### config.mk
export PLATFORM = sky130hd
export DESIGN_NAME = iir_mac_scheduler
export DESIGN_NICKNAME = d
export VERILOG_FILES = /design/src/rtl/iir_mac_scheduler.sv
export SDC_FILE = /design/constraint.sdc
export NUM_CORES = 1
export LEC_CHECK = 0
export ABC_CLOCK_PERIOD_IN_PS = 2350
export CAP_MARGIN = 5
export CORE_UTILIZATION = 45
export DETAILED_ROUTE_END_ITERATION = 6
export DONT_BUFFER_PORTS = 1
export PLACE_DENSITY_LB_ADDON = 0.15
export SLEW_MARGIN = 20
export SYNTH_ARGS = -nofsm -noshare
export SYNTH_HDL_FRONTEND = slang
export SYNTH_SLANG_ARGS = --single-unit
### constraint.sdc
create_clock -name clk -period 2.35 [get_ports clk]
set_clock_uncertainty 0.1 [all_clocks]
set_input_delay 0.5875 -clock clk [delete_from_list [all_inputs] [get_ports clk]]
set_output_delay 0.5875 -clock clk [all_outputs]
set_load 0.01 [all_outputs]
### src/rtl/iir_mac_scheduler.sv
// Sequencer for the shared biquad MAC: walks every channel through LOAD, TAPS MAC cycles
// and WRITE per accepted sample, then pulses the output-phase strobe in DONE.
module iir_mac_scheduler #(
    parameter int NUM_CH = 3,
    parameter int TAPS   = 5,
    parameter int CH_W   = 2,
    parameter int TAP_W  = 3
) (
    input  logic             clk,
    input  logic             reset,
    input  logic             clk_enable,
    input  logic             sample_valid,
    input  logic             clr_ovr,
    output logic             enb,
    output logic             enb_1_3_0,
    output logic [CH_W-1:0]  ch_sel,
    output logic [TAP_W-1:0] tap_addr,
    output logic             mac_clr,
    output logic             mac_en,
    output logic             state_we,
    output logic             out_valid,
    output logic             busy,
    output logic             overrun,
    output logic [2:0]       dbg_state
);

    typedef enum logic [2:0] {
        S_IDLE  = 3'd0,
        S_LOAD  = 3'd1,
        S_MAC   = 3'd2,
        S_WRITE = 3'd3,
        S_DONE  = 3'd4
    } state_t;

    localparam logic [CH_W-1:0]  CH_LAST  = CH_W'(NUM_CH - 1);
    localparam logic [TAP_W-1:0] TAP_LAST = TAP_W'(TAPS - 1);

    state_t             state_q, state_d;
    logic [CH_W-1:0]    ch_cnt, ch_d;
    logic [TAP_W-1:0]   tap_cnt, tap_d;
    logic               drop;

    logic               busy_d, mac_en_d, mac_clr_d, state_we_d, done_d, overrun_d;
    logic [CH_W-1:0]    ch_sel_d;
    logic [TAP_W-1:0]   tap_addr_d;

    // sample_valid is a one-cycle strobe with no back-pressure: it is accepted only in
    // IDLE or DONE; any strobe seen while busy is dropped and recorded in overrun.
    always_comb begin
        state_d = state_q;
        ch_d    = ch_cnt;
        tap_d   = tap_cnt;
        drop    = 1'b0;
        case (state_q)
            S_IDLE, S_DONE: begin
                if (sample_valid) begin
                    state_d = S_LOAD;
                    ch_d    = '0;
                end else begin
                    state_d = S_IDLE;
                end
            end
            S_LOAD: begin
                drop    = sample_valid;
                tap_d   = '0;
                state_d = S_MAC;
            end
            S_MAC: begin
                drop = sample_valid;
                if (tap_cnt >= TAP_LAST) begin
                    state_d = S_WRITE;
                end else begin
                    tap_d = tap_cnt + 1'b1;
                end
            end
            S_WRITE: begin
                drop = sample_valid;
                if (ch_cnt >= CH_LAST) begin
                    state_d = S_DONE;
                end else begin
                    ch_d    = ch_cnt + 1'b1;
                    state_d = S_LOAD;
                end
            end
            default: begin
                state_d = S_IDLE;
                ch_d    = '0;
                tap_d   = '0;
            end
        endcase
    end

    // Outputs are decoded from the next state so the registered versions line up with state_q.
    always_comb begin
        busy_d     = (state_d == S_LOAD) || (state_d == S_MAC) || (state_d == S_WRITE);
        mac_en_d   = (state_d == S_MAC);
        mac_clr_d  = (state_d == S_MAC) && (tap_d == '0);
        state_we_d = (state_d == S_WRITE);
        done_d     = (state_d == S_DONE);
        ch_sel_d   = busy_d ? ch_d : ch_sel;
        tap_addr_d = mac_en_d ? tap_d : tap_addr;
        if (drop) begin
            overrun_d = 1'b1;
        end else if (clr_ovr) begin
            overrun_d = 1'b0;
        end else begin
            overrun_d = overrun;
        end
    end

    always_ff @(posedge clk or negedge reset) begin
        if (!reset) begin
            state_q   <= S_IDLE;
            ch_cnt    <= '0;
            tap_cnt   <= '0;
            busy      <= 1'b0;
            mac_en    <= 1'b0;
            mac_clr   <= 1'b0;
            state_we  <= 1'b0;
            out_valid <= 1'b0;
            enb_1_3_0 <= 1'b0;
            ch_sel    <= '0;
            tap_addr  <= '0;
            overrun   <= 1'b0;
        end else if (clk_enable) begin
            state_q   <= state_d;
            ch_cnt    <= ch_d;
            tap_cnt   <= tap_d;
            busy      <= busy_d;
            mac_en    <= mac_en_d;
            mac_clr   <= mac_clr_d;
            state_we  <= state_we_d;
            out_valid <= done_d;
            enb_1_3_0 <= done_d;
            ch_sel    <= ch_sel_d;
            tap_addr  <= tap_addr_d;
            overrun   <= overrun_d;
        end
    end

    assign enb       = clk_enable;
    assign dbg_state = state_q;

endmodule

==> results.yml <==
routing:
  drt_iter0_drc: 19
  via_count: 755
  ant_nets: 0
  avgRoutedWirePerCell_um: 14.5
  vias_per_cell: 5.63
  drt_pre_antenna_iters: 4
  route.detailed.drc: 0
  finalWirelength_mm: 1.95
critical_path:
  cp_cell_sequence: "or2_1 > a221oi_2 > nand2_1 > mux2_4"
  critPathArrivalTime_ps: 1960
  crit_path_end_kind: "register"
  path_buf_inv: 0
  critical_path.startpoint: "dbg_state[1]"
  critical-path-top-delay-family: "flip-flops"
  crit_path_end: "ch_sel[1]"
  critical_path_depth: 4
  crit_path_max_incr_delay_ps: 610
  worstPathRequired_ps: 2450
  critPathMaxFanout: 18
  path_class: "register to register"
  r2r_cells: 4
  crit_slowest_cell: "dfrtp_1"
  startpoint_type: "register"
  reg2reg_to: "ch_sel[1]"
  ff2ff_setup_slack_ps: 480
  r2r-start: "dbg_state[1]"
grt:
  first_global_vias: 696
  grt_overflow_total: 0
  grtUsageTotal_pct: 18.0
  grt_max_degree: 26
  grtUsageMet3_pct: 6.48
  grt_pass1_wl_mm: 3.33
  antenna_found_initial: 0
  met1_usage_pct: 25.2
  met2_usage_pct: 24.1
  busiest_layer: "met1"
synth:
  synthAdderAreaFrac_pct: 4.84
  ys_ff_latch: 19
  synth_xor_area_share_pct: 0
  muxShareOfSynthArea_pct: 5.69
  synth_compound_area_share_pct: 21.7
  synth_cells: 109
  ys_warn_count: 0
  async_flop_share_pct: 100
  syn_avg_cell_area_um2: 9.48
  syn-num-nets: 118
  synth_cell_types: 34
  synth_edf_count: 0
  synth_flop_cell: "dfrtp_1"
  synth-simple-area-share_pct: 13.8
  synth_top_family_by_area: "compound AO/OA/AOI/OAI gates"
  synthesis.area_um2: 1030
  seq_area_frac_synth_pct: 46.0
cells_and_area:
  drive_above_1_share_pct: 11.2
  areaGrowthSynthToFinish_pct: 3.15
  final_cells: 134
  fin_nets: 117
  n_antenna_cell: 0
floorplanning:
  dieHeight_um: 49.9
  rows: 16
  io_pins: 21
  die-area_um2: 2490
  die_w_um: 49.9
  start_util_pct: 50.1
  core_um2: 2060
job:
  max_cap_violations: 0
sta:
  fmax_mhz: 536
  finalHoldViolations: 0
  worstMarginPinSlew_ps: 840
  tns_ps: 0
  finalSetupViolCount: 0
  rsz0062_at_grt: "false"
  relSlewSlack_pct: 43.8
  period_needed_ps: 1870
  holdWs_ps: 258
  min_period_over_period_pct: 79.4
  slew_violations: 0
clocking:
  clock_path_buffers: 2
  cts_root_buf: "clkbuf_4"
  cts_sinks: 19
  cts_resized: 0
  path_clk_slew_ps: 110
  insertion_delay_ps: 300
  cts_setup_buffers: 0
  numCtsBuffers: 3
  cts_max_level: 1
  hold_buffers: 1
  cts_tree: "done"
placement:
  placed_cells: 129
  place_congestion: 0.847
  dp_hpwl_mm: 1.35
  placement.io_buffers: 0
outcome:
  status: "finished, final reports clean"
power_and_ir_drop:
  power_leakage_nw: 0.506
  p_per_area_nw_per_um2: 1480
  ir_drop_mv: 0.715
min_path:
  min_path_type: "input port to register"
sequential cells by signal (all words and copies together) (netlist names), 2 cells and up:
| signal | flops |
|---|---|
| ch_cnt | 2 |
| ch_sel | 2 |
| dbg_state | 3 |
| tap_addr | 3 |
| tap_cnt | 3 |
worst min-delay path by stage:
| stage | startpoint | to | depth (start not counted) |
|---|---|---|---|
| 4_1_cts | clk_enable | ch_cnt[0] | 1 |
| 5_1_grt | clk_enable | tap_cnt[1] | 1 |
| 3_3_place_gp | reset | dbg_state[1] | 0 |
| 6_report | clk_enable | ch_cnt[0] | 1 |
| 2_1_floorplan | reset | busy | 0 |
| 3_5_place_dp | reset | dbg_state[1] | 0 |
worst reg2reg max path, stage by stage (launching register included):
cell and delay (ps):
dfrtp_1 610, or2_1 340, a221oi_2 260, nand2_1 140
mux2_4 310
layout by cell type, fill, tap and decap left out, types with 3 or more instances in the layout:
master,instances
nand2_1,10
o21ai_0,5
a21oi_1,10
nor2_1,5
o21ai_1,4
nor2b_1,7
inv_1,11
dfrtp_1,19
mux2_2,3
clkbuf_4,3
ha_1,4
metal layers:
| layer | up-vias | share of wire (%) |
|---|---|---|
| met3 | 4 | 7.2 |
| met5 | - | 0 |
| li1 | 369 | - |
| met1 | 353 | 51 |
| met2 | 29 | 40 |
| met4 | 0 | 1.5 |
final cells by class:
type | count | area, um2
fill | 195 | 996
sequential | 19 | 475
multi-input combinational | 71 | 475
inverter | 12 | 45.0
tap | 27 | 33.8
clock buffer | 4 | 26.3
timing repair buffer | 1 | 10.0
logic make-up (layout without fill, tap and decap cells):
family / count (synthesis) / count (layout)
AOI/OAI and AO/OA: 33 / 33
and+or+nand+nor: 29 / 29
adders and majority gates: 4 / 4
buffers and inverters: 19 / 17
DFF: 19 / 19
muxes: 5 / 5
per-stage QoR:
step	cell area [um2]	power (mW)	setup WS [ps]	util, %
5_1_grt	1070	1.73	293	51.7
2_1_floorplan	1030	1.29	700	-
6_report	1070	1.58	484	51.7
4_1_cts	1070	1.59	475	51.7
3_3_place_gp	1030	1.40	521	49.9
3_5_place_dp	1030	1.41	488	49.9
power by group:
| group | total (mW) | switching [mW] | internal, mW |
|---|---|---|---|
| combinational | 0.654 | 0.321 | 0.333 |
| sequential | 0.757 | 0.280 | 0.477 |
| clock | 0.169 | 0.103 | 0.0661 |
cell usage after synthesis, types with 2 or more instances:
cell type	instances	area share, %
or2_2	2	1.2
dfrtp_1	19	46
nor2b_1	7	4.2
nor2_1	5	1.8
a22oi_1	2	1.5
a21oi_1	10	4.8
o21ai_0	5	2.4
clkbuf_1	2	0.73
a41o_1	2	1.9
buf_4	2	1.5
ha_1	4	4.8
buf_2	2	0.97
nand2_1	10	3.6
mux2_2	3	3.3
a32o_1	2	1.9
inv_1	11	4.0
o21ai_1	4	1.9
No activity file was read; power rests on OpenSTA's default activity.
